## src/rtl/alu_op_sequencer_pkg.sv

```systemverilog
// alu_op_sequencer_pkg
// Shared definitions for the ALU issue sequencer and anything that talks to it:
//   - alu_ctrl_e   : 4-bit ALU control codes understood by the 16-bit ALU
//   - seq_state_e  : sequencer FSM state encoding
//   - is_muldiv()  : true for the two multi-cycle operations (MUL, DIV)
//   - is_illegal() : true for the reserved control code
package alu_op_sequencer_pkg;

  typedef enum logic [3:0] {
    ALU_ADD     = 4'b0000,
    ALU_SUB     = 4'b0001,
    ALU_AND     = 4'b0010,
    ALU_OR      = 4'b0011,
    ALU_XOR     = 4'b0100,
    ALU_SLL     = 4'b0101,
    ALU_SRL     = 4'b0110,
    ALU_NOT     = 4'b0111,
    ALU_MUL     = 4'b1000,
    ALU_DIV     = 4'b1001,
    ALU_INC     = 4'b1010,
    ALU_DEC     = 4'b1011,
    ALU_SLA     = 4'b1100,
    ALU_SRA     = 4'b1101,
    ALU_PASSB   = 4'b1110,
    ALU_ILLEGAL = 4'b1111
  } alu_ctrl_e;

  typedef enum logic [1:0] {
    ST_IDLE  = 2'b00,
    ST_ISSUE = 2'b01,
    ST_WAIT  = 2'b10,
    ST_RESP  = 2'b11
  } seq_state_e;

  function automatic logic is_muldiv(input logic [3:0] ctrl);
    return (ctrl == ALU_MUL) || (ctrl == ALU_DIV);
  endfunction

  function automatic logic is_illegal(input logic [3:0] ctrl);
    return (ctrl == ALU_ILLEGAL);
  endfunction

endpackage

```

## src/rtl/alu_op_sequencer_if.sv

```systemverilog
// alu_op_sequencer_if
// Bundles the three buses around the sequencer:
//   request  : In_ReqValid/Out_ReqReady, In_Opcode, In_RegA, In_RegB, In_Imm
//   ALU side : Out_A, Out_B, Out_ALUCtrl (to ALU), In_ALUResult, In_Zero (from ALU)
//   response : Out_RespValid/In_RespReady, Out_Result, Out_ZeroFlag, Out_Err
//   status   : Out_Busy
// slave  = the sequencer; master = register-read stage, ALU and writeback.
interface alu_op_sequencer_if #(
  parameter int WIDTH = 16
);
  logic             In_ReqValid;
  logic             Out_ReqReady;
  logic [4:0]       In_Opcode;
  logic [WIDTH-1:0] In_RegA;
  logic [WIDTH-1:0] In_RegB;
  logic [WIDTH-1:0] In_Imm;
  logic [WIDTH-1:0] Out_A;
  logic [WIDTH-1:0] Out_B;
  logic [3:0]       Out_ALUCtrl;
  logic [WIDTH-1:0] In_ALUResult;
  logic             In_Zero;
  logic             Out_RespValid;
  logic             In_RespReady;
  logic [WIDTH-1:0] Out_Result;
  logic             Out_ZeroFlag;
  logic             Out_Err;
  logic             Out_Busy;

  modport slave (
    input  In_ReqValid, In_Opcode, In_RegA, In_RegB, In_Imm,
    input  In_ALUResult, In_Zero, In_RespReady,
    output Out_ReqReady, Out_A, Out_B, Out_ALUCtrl,
    output Out_RespValid, Out_Result, Out_ZeroFlag, Out_Err, Out_Busy
  );

  modport master (
    output In_ReqValid, In_Opcode, In_RegA, In_RegB, In_Imm,
    output In_ALUResult, In_Zero, In_RespReady,
    input  Out_ReqReady, Out_A, Out_B, Out_ALUCtrl,
    input  Out_RespValid, Out_Result, Out_ZeroFlag, Out_Err, Out_Busy
  );
endinterface

```

## src/rtl/alu_op_sequencer.sv

```systemverilog
// alu_op_sequencer
// Issue-side counterpart of the 16-bit ALU. Accepts a decoded execute request,
// drives the ALU inputs from registers, holds them for one cycle (or
// MULDIV_CYCLES cycles for MUL/DIV), captures result and zero flag, and returns
// them over a valid/ready response handshake.
// Ports:
//   In_CLK    : clock, rising edge
//   In_Rst_N  : synchronous active-low reset
//   bus       : alu_op_sequencer_if.slave (request, ALU and response buses)
module alu_op_sequencer
  import alu_op_sequencer_pkg::*;
#(
  parameter int WIDTH         = 16,
  parameter int MULDIV_CYCLES = 3
) (
  input  logic              In_CLK,
  input  logic              In_Rst_N,
  alu_op_sequencer_if.slave bus
);

  // Counter value loaded on leaving ISSUE = number of WAIT cycles that follow.
  localparam logic [3:0] HOLD_LOAD  = 4'(MULDIV_CYCLES - 1);
  localparam logic       MULTI_HOLD = 1'(MULDIV_CYCLES > 1);

  seq_state_e       state_q;
  logic [WIDTH-1:0] a_q;
  logic [WIDTH-1:0] b_q;
  logic [3:0]       ctrl_q;
  logic [3:0]       hold_cnt_q;
  logic             resp_valid_q;
  logic [WIDTH-1:0] result_q;
  logic             zero_q;
  logic             err_q;
  logic             busy_q;

  logic [WIDTH-1:0] opb_d;
  logic [3:0]       ctrl_d;
  logic             reject_d;

  // Operand B select and early rejection (illegal code or divide by zero)
  always_comb begin
    opb_d    = bus.In_RegB;
    ctrl_d   = bus.In_Opcode[3:0];
    reject_d = 1'b0;
    if (bus.In_Opcode[4]) begin
      opb_d = bus.In_Imm;
    end else begin
      opb_d = bus.In_RegB;
    end
    if (is_illegal(ctrl_d)) begin
      reject_d = 1'b1;
    end else if ((ctrl_d == ALU_DIV) && (opb_d == {WIDTH{1'b0}})) begin
      reject_d = 1'b1;
    end else begin
      reject_d = 1'b0;
    end
  end

  // Sequencer FSM with all outputs registered
  always_ff @(posedge In_CLK) begin
    if (!In_Rst_N) begin
      state_q      <= ST_IDLE;
      a_q          <= {WIDTH{1'b0}};
      b_q          <= {WIDTH{1'b0}};
      ctrl_q       <= 4'd0;
      hold_cnt_q   <= 4'd0;
      resp_valid_q <= 1'b0;
      result_q     <= {WIDTH{1'b0}};
      zero_q       <= 1'b0;
      err_q        <= 1'b0;
      busy_q       <= 1'b0;
    end else begin
      case (state_q)
        ST_IDLE: begin
          if (bus.In_ReqValid) begin
            busy_q <= 1'b1;
            if (reject_d) begin
              // Error response skips the ALU entirely; its inputs keep the last op.
              state_q      <= ST_RESP;
              result_q     <= {WIDTH{1'b1}};
              zero_q       <= 1'b0;
              err_q        <= 1'b1;
              resp_valid_q <= 1'b1;
            end else begin
              state_q <= ST_ISSUE;
              a_q     <= bus.In_RegA;
              b_q     <= opb_d;
              ctrl_q  <= ctrl_d;
            end
          end
        end
        ST_ISSUE: begin
          if (is_muldiv(ctrl_q) && MULTI_HOLD) begin
            hold_cnt_q <= HOLD_LOAD;
            state_q    <= ST_WAIT;
          end else begin
            state_q      <= ST_RESP;
            result_q     <= bus.In_ALUResult;
            zero_q       <= bus.In_Zero;
            err_q        <= 1'b0;
            resp_valid_q <= 1'b1;
          end
        end
        ST_WAIT: begin
          // Capture on the cycle the counter steps down to zero.
          hold_cnt_q <= hold_cnt_q - 4'd1;
          if (hold_cnt_q == 4'd1) begin
            state_q      <= ST_RESP;
            result_q     <= bus.In_ALUResult;
            zero_q       <= bus.In_Zero;
            err_q        <= 1'b0;
            resp_valid_q <= 1'b1;
          end
        end
        ST_RESP: begin
          if (bus.In_RespReady) begin
            state_q      <= ST_IDLE;
            resp_valid_q <= 1'b0;
            busy_q       <= 1'b0;
          end
        end
        default: begin
          state_q      <= ST_IDLE;
          resp_valid_q <= 1'b0;
          busy_q       <= 1'b0;
        end
      endcase
    end
  end

  assign bus.Out_ReqReady  = (state_q == ST_IDLE) & In_Rst_N;
  assign bus.Out_A         = a_q;
  assign bus.Out_B         = b_q;
  assign bus.Out_ALUCtrl   = ctrl_q;
  assign bus.Out_RespValid = resp_valid_q;
  assign bus.Out_Result    = result_q;
  assign bus.Out_ZeroFlag  = zero_q;
  assign bus.Out_Err       = err_q;
  assign bus.Out_Busy      = busy_q;

endmodule
```

## src/flat_wrapper.sv

```systemverilog
// flat-port wrapper written by rule: the top's interface ports become plain ports
module alu_op_sequencer_flat import alu_op_sequencer_pkg::*;
#(
  parameter int WIDTH         = 16,
  parameter int MULDIV_CYCLES = 3
)
  (In_CLK, In_Rst_N, bus_In_ReqValid, bus_In_Opcode, bus_In_RegA, bus_In_RegB, bus_In_Imm, bus_In_ALUResult, bus_In_Zero, bus_In_RespReady, bus_Out_ReqReady, bus_Out_A, bus_Out_B, bus_Out_ALUCtrl, bus_Out_RespValid, bus_Out_Result, bus_Out_ZeroFlag, bus_Out_Err, bus_Out_Busy);
  alu_op_sequencer_if #(.WIDTH(WIDTH)) bus_i ();
  input  logic In_CLK;
  input  logic In_Rst_N;
  input wire logic [$bits(bus_i.In_ReqValid)-1:0] bus_In_ReqValid;
  input wire logic [$bits(bus_i.In_Opcode)-1:0] bus_In_Opcode;
  input wire logic [$bits(bus_i.In_RegA)-1:0] bus_In_RegA;
  input wire logic [$bits(bus_i.In_RegB)-1:0] bus_In_RegB;
  input wire logic [$bits(bus_i.In_Imm)-1:0] bus_In_Imm;
  input wire logic [$bits(bus_i.In_ALUResult)-1:0] bus_In_ALUResult;
  input wire logic [$bits(bus_i.In_Zero)-1:0] bus_In_Zero;
  input wire logic [$bits(bus_i.In_RespReady)-1:0] bus_In_RespReady;
  output wire logic [$bits(bus_i.Out_ReqReady)-1:0] bus_Out_ReqReady;
  output wire logic [$bits(bus_i.Out_A)-1:0] bus_Out_A;
  output wire logic [$bits(bus_i.Out_B)-1:0] bus_Out_B;
  output wire logic [$bits(bus_i.Out_ALUCtrl)-1:0] bus_Out_ALUCtrl;
  output wire logic [$bits(bus_i.Out_RespValid)-1:0] bus_Out_RespValid;
  output wire logic [$bits(bus_i.Out_Result)-1:0] bus_Out_Result;
  output wire logic [$bits(bus_i.Out_ZeroFlag)-1:0] bus_Out_ZeroFlag;
  output wire logic [$bits(bus_i.Out_Err)-1:0] bus_Out_Err;
  output wire logic [$bits(bus_i.Out_Busy)-1:0] bus_Out_Busy;
  assign bus_i.In_ReqValid = bus_In_ReqValid;
  assign bus_i.In_Opcode = bus_In_Opcode;
  assign bus_i.In_RegA = bus_In_RegA;
  assign bus_i.In_RegB = bus_In_RegB;
  assign bus_i.In_Imm = bus_In_Imm;
  assign bus_i.In_ALUResult = bus_In_ALUResult;
  assign bus_i.In_Zero = bus_In_Zero;
  assign bus_i.In_RespReady = bus_In_RespReady;
  assign bus_Out_ReqReady = bus_i.Out_ReqReady;
  assign bus_Out_A = bus_i.Out_A;
  assign bus_Out_B = bus_i.Out_B;
  assign bus_Out_ALUCtrl = bus_i.Out_ALUCtrl;
  assign bus_Out_RespValid = bus_i.Out_RespValid;
  assign bus_Out_Result = bus_i.Out_Result;
  assign bus_Out_ZeroFlag = bus_i.Out_ZeroFlag;
  assign bus_Out_Err = bus_i.Out_Err;
  assign bus_Out_Busy = bus_i.Out_Busy;
  alu_op_sequencer #(.WIDTH(WIDTH), .MULDIV_CYCLES(MULDIV_CYCLES)) u_core (.In_CLK(In_CLK), .In_Rst_N(In_Rst_N), .bus(bus_i));
endmodule
```

## config.mk

```make
export PLATFORM = sky130hd
export DESIGN_NAME = alu_op_sequencer_flat
export DESIGN_NICKNAME = d
export VERILOG_FILES = /design/src/rtl/alu_op_sequencer_pkg.sv /design/src/rtl/alu_op_sequencer_if.sv /design/src/rtl/alu_op_sequencer.sv /design/src/flat_wrapper.sv
export SDC_FILE = /design/constraint.sdc
export NUM_CORES = 1
export LEC_CHECK = 0
export CAP_MARGIN = 20
export CORE_MARGIN = 2
export CORE_UTILIZATION = 40
export CTS_CLUSTER_SIZE = 20
export DETAILED_ROUTE_END_ITERATION = 10
export PLACE_DENSITY_LB_ADDON = 0.05
export SKIP_CTS_REPAIR_TIMING = 1
export SLEW_MARGIN = 30
export SYNTH_ARGS = -nofsm -noshare
export SYNTH_HDL_FRONTEND = slang
export SYNTH_SLANG_ARGS = --single-unit
```

## constraint.sdc

```tcl
create_clock -name In_CLK -period 2.4 [get_ports In_CLK]
set_input_delay 0.6 -clock In_CLK [delete_from_list [all_inputs] [get_ports In_CLK]]
set_output_delay 0.6 -clock In_CLK [all_outputs]
set_load 0.01 [all_outputs]
```

==> results_tabular.tex <==
\begin{tabular}{lr}
\hline
Metric & Value \\
\hline
\multicolumn{2}{l}{\textbf{Run status}} \\
\quad Result of the run & finished, final reports clean \\
\multicolumn{2}{l}{\textbf{STA}} \\
\quad Worst-case clock skew & about 0.006 ns \\
\quad Achievable clock frequency & between 400 and 500 MHz \\
\quad Final period demand of the worst path & 2.32 ns \\
\quad Worst max-slew margin expressed relative to the limit & 69.6\% \\
\quad Transition time of the tightest slew-check pin & $\sim$0.45 ns \\
\quad Final number of hold-violating endpoints & 0 \\
\quad Max-slew violation count & 0 \\
\quad Aggregate negative setup slack & 0 ns \\
\quad RSZ-0062 raised after global routing & no \\
\quad Setup violators final & 0 \\
\quad Share of the clock period used by the worst path after layout & just under 100\% \\
\multicolumn{2}{l}{\textbf{Synthesis}} \\
\quad Synth Warn \# & 0 \\
\quad Post-synthesis cell area & 2940 sq um \\
\quad Area share of xor/xnor cells in the synthesized design & 0\% \\
\quad Leading post-synthesis cells by cell area & sky130\_fd\_sc\_hd\_\_dfxtp\_1 (42\%), sky130\_fd\_sc\_hd\_\_mux2i\_1 (11\%), sky130\_fd\_sc\_hd\_\_a21oi\_1 (7.3\%) \\
\quad Number of enable flip-flop cells after synthesis & 0 \\
\quad Area leader, netlist & sky130\_fd\_sc\_hd\_\_dfxtp\_1 \\
\quad Sequential area share after synthesis & a little over two fifths \\
\quad Predominant post-synthesis flop cell & sky130\_fd\_sc\_hd\_\_dfxtp\_1 \\
\quad Proportion of netlist area held by the largest area contributor & a little over two fifths \\
\quad Mux share of post-synthesis cell area & 12.0\% \\
\quad Compound-cell area share of the yosys netlist & 22.7\% \\
\quad Simple-gate area share of the yosys netlist & between 10\% and 20\% \\
\quad Ys async rst share & 0\% \\
\quad Net count of the mapped netlist & 410 \\
\quad Syn\_area\_per\_cell & about 8.9 sq um \\
\quad Number of synthesized register bits & between 60 and 70 \\
\quad Synthesized-area fraction occupied by adder cells & between 2 and 3\% \\
\quad Synth Instances & between 300 and 400 \\
\quad Count of different cell masters after synthesis & 46 \\
\quad Main combinational cell family by area after synthesis & compound AO/OA/AOI/OAI gates \\
\multicolumn{2}{l}{\textbf{Route}} \\
\quad Iteration count of the initial detailed-routing pass & 4 \\
\quad Overall via count from detail\_route & $\sim$3,000 \\
\quad Wire length per cell & $\sim$14 um \\
\quad Detailed router's first-iteration violation count & around 110 \\
\quad Vias per std cell & slightly above 5 \\
\quad Sum of routed wire length over all layers & just over 8000 um \\
\quad Number of DRC violations after detailed routing & 0 \\
\quad Number of routed nets with antenna violations & 0 \\
\multicolumn{2}{l}{\textbf{Pwr}} \\
\quad Switching Power & roughly 1400 uW \\
\quad Ratio of total power to cell area & roughly 890 nW/um\^{}2 \\
\quad Total internal power & approximately 2700 uW \\
\quad Share of total power in the clock network & between 10\% and 20\% \\
\quad Combinational Power Share & a little under half \\
\quad Worst supply voltage drop on vdd & 0.000401 V \\
\quad P\_leak & roughly 0.0018 uW \\
\quad Sequential share of power & a little over a third \\
\quad Switching share of power & a little over a third \\
\multicolumn{2}{l}{\textbf{Global route}} \\
\quad Maximum number of pins on one net before global-route repair & 42 \\
\quad Global-route met3 utilization & 6.79\% \\
\quad Met2 usage in global routing & 31.5\% \\
\quad GR Util All Layers & 20.2\% \\
\quad Number of antenna violations at the first check in global routing & 0 \\
\quad Overflow after GRT & 0 \\
\quad Wire length of the first global-routing pass & between 10,000 and 15,000 um \\
\quad Global routing met1 resource utilization & 26.8\% \\
\quad Vias in the first global route & 2,926 \\
\quad Most used routing layer in global routing & met2 \\
\multicolumn{2}{l}{\textbf{Floorplan}} \\
\quad Vertical die dimension & 89.7 um \\
\quad Overall die width & 89.7 um \\
\quad Initial core utilization & around two fifths \\
\quad Overall die area & roughly 8000 sq um \\
\quad IO Pins & around 130 \\
\quad Core area & slightly above 7000 sq um \\
\quad Standard-cell rows & 31 \\
\multicolumn{2}{l}{\textbf{Cells and area}} \\
\quad ANT cells & 0 \\
\quad Filler cells & between 600 and 700 \\
\quad Share of cells above drive strength 1 & approximately 11\% \\
\quad Most used cells in the layout excluding fill and tap cells & sky130\_fd\_sc\_hd\_\_clkdlybuf4s50\_1 (130), sky130\_fd\_sc\_hd\_\_dfxtp\_1 (62), sky130\_fd\_sc\_hd\_\_a21oi\_1 (43) \\
\quad Total number of nets in the final design & 550 \\
\quad Non-filler instance count after layout & around 570 \\
\quad Leading cell type in the layout, fill and taps excluded & sky130\_fd\_sc\_hd\_\_clkdlybuf4s50\_1 \\
\quad Layout-stage area growth over the synthesis result & 57.1\% \\
\multicolumn{2}{l}{\textbf{Setup path}} \\
\quad Required time of the worst setup path & about 1.8 ns \\
\quad Kind of start point of the critical path & input port \\
\quad Largest fanout of any net on the critical path & 2 \\
\quad Type of the setup path with the least slack & input port to primary output \\
\quad CP Capture Type & primary output \\
\quad Crit path DAT & 1.72 ns \\
\multicolumn{2}{l}{\textbf{Place}} \\
\quad Sum of net half-perimeters after detailed placement & slightly below 6000 um \\
\quad Count of input and output buffers & between 100 and 150 \\
\quad Global placer's final weighted congestion & between 0.8 and 0.9 \\
\quad Count of placed standard cells including taps & between 500 and 600 \\
\multicolumn{2}{l}{\textbf{Worst hold path}} \\
\quad Path category of the worst min-delay check & flip-flop to flip-flop \\
\multicolumn{2}{l}{\textbf{Clocking}} \\
\quad TritonCTS clock tree & yes \\
\quad H-tree levels & 3 \\
\quad Clock-pin slew reported for the worst setup and hold paths after clock tree synthesis & approximately 0.07 ns \\
\quad Number of sinks driven by the clock tree & 62 \\
\quad Root Buffer Master & sky130\_fd\_sc\_hd\_\_clkbuf\_8 \\
\quad Number of buffers on the longest clock path & 2 \\
\quad Num CTS Buffers & 9 \\
\quad Clock Latency Late Sink & about 0.33 ns \\
\multicolumn{2}{l}{\textbf{Flow run}} \\
\quad Number of maximum-capacitance violations & 0 \\
\hline
\end{tabular}
==> power by group through the flow <==
| stage | Combinational [uW] | Clock [uW] | Sequential, uW |
|---|---|---|---|
| detailed placement | 1870 | 0 | 1480 |
| floorplan | 944 | 0 | 1570 |
| CTS | 1880 | 806 | 1460 |
| global placement | 1840 | 0 | 1480 |
| global route | 2050 | 854 | 1500 |
| finish | 1870 | 791 | 1460 |
==> area by class of cell <==
type                    count  area, sq um  share of cell area (%)
clock buffers              10          138                    2.98
clock inverters             4         25.0                   0.542
inverters                   7         26.3                   0.569
multi-input cells         234         1540                    33.4
flip-flops and latches     62         1240                    26.9
well taps                  99          124                    2.68
repair buffers            155         1520                    32.9
==> flip-flops by register name (all words and copies together), names as in the netlist <==
name and count:
u_core.bus.Out_A 16, u_core.bus.Out_B 16, u_core.bus.Out_Result 16, u_core.bus.Out_ALUCtrl 4, u_core.hold_cnt_q 4, u_core.state_q 2, u_core.bus.Out_Busy 1, u_core.bus.Out_Err 1
u_core.bus.Out_RespValid 1, u_core.bus.Out_ZeroFlag 1
==> synth_stat cells, types with 2 or more instances <==
master and count:
sky130_fd_sc_hd__and3_1 2, sky130_fd_sc_hd__nor4_1 6, sky130_fd_sc_hd__ha_1 7, sky130_fd_sc_hd__clkbuf_1 14
sky130_fd_sc_hd__a211oi_2 2, sky130_fd_sc_hd__o2111ai_1 2, sky130_fd_sc_hd__o21ai_0 40, sky130_fd_sc_hd__dfxtp_1 62
sky130_fd_sc_hd__clkbuf_2 2, sky130_fd_sc_hd__nand3_1 25, sky130_fd_sc_hd__inv_1 7, sky130_fd_sc_hd__mux2i_1 33
sky130_fd_sc_hd__nor3b_1 2, sky130_fd_sc_hd__a211oi_1 16, sky130_fd_sc_hd__buf_4 2, sky130_fd_sc_hd__buf_2 2
sky130_fd_sc_hd__buf_1 2, sky130_fd_sc_hd__nor2_1 4, sky130_fd_sc_hd__nand2_1 25, sky130_fd_sc_hd__nand4_1 2
sky130_fd_sc_hd__buf_6 3, sky130_fd_sc_hd__a21oi_1 43, sky130_fd_sc_hd__nor2b_1 2, sky130_fd_sc_hd__nor3_1 2
==> critical path: stages <==
cell	delay (ns)
sky130_fd_sc_hd__clkdlybuf4s50_1	0.47
sky130_fd_sc_hd__and2_1	0.12
sky130_fd_sc_hd__clkdlybuf4s50_1	0.53
==> metal layers <==
metal | wire length (um) | vias up | part of all wire, %
met5 | 0 | - | 0
met4 | 97 | 0 | 1.2
met3 | 567 | 11 | 6.9
met2 | 3690 | 103 | 45
met1 | 3910 | 1354 | 47
li1 | - | 1488 | -
==> kinds of logic after synthesis <==
| family | after synthesis |
|---|---|
| AOI/OAI and AO/OA | 113 |
| buffers and inverters | 33 |
| adders and majority gates | 7 |
| and+or+nand+nor | 80 |
| muxes | 34 |
| DFF | 62 |
==> metrics by stage <==
stage                     total power (uW)  utilization [%]  setup WS (ns)  hold slack, ns  area [sq um]
after floorplan                       2520                -          0.390           0.474          2940
after global placement                3320             61.6         -0.203           0.446          4420
after detailed placement              3350             61.6         -0.258           0.454          4420
after CTS                             4150             63.9         0.0285           0.464          4590
after global routing                  4400             64.3       0.000809           0.482          4610
final                                 4120             64.3         0.0848           0.461          4610
==> path summary, 6_finish.rpt <==
kind | startpoint | endpoint | slack [ns] | depth (start not counted)
worst min register to register | u_core.bus.Out_Result[7] | u_core.bus.Out_Result[7] | 0.46 | 2
worst max register to register | u_core.hold_cnt_q[1] | u_core.bus.Out_Result[10] | 0.47 | 8
worst min-delay path | u_core.bus.Out_Result[7] | u_core.bus.Out_Result[7] | 0.46 | 2
worst max-delay path | In_Rst_N | bus_Out_ReqReady | 0.08 | 3
(Power assumes the default switching activity.)
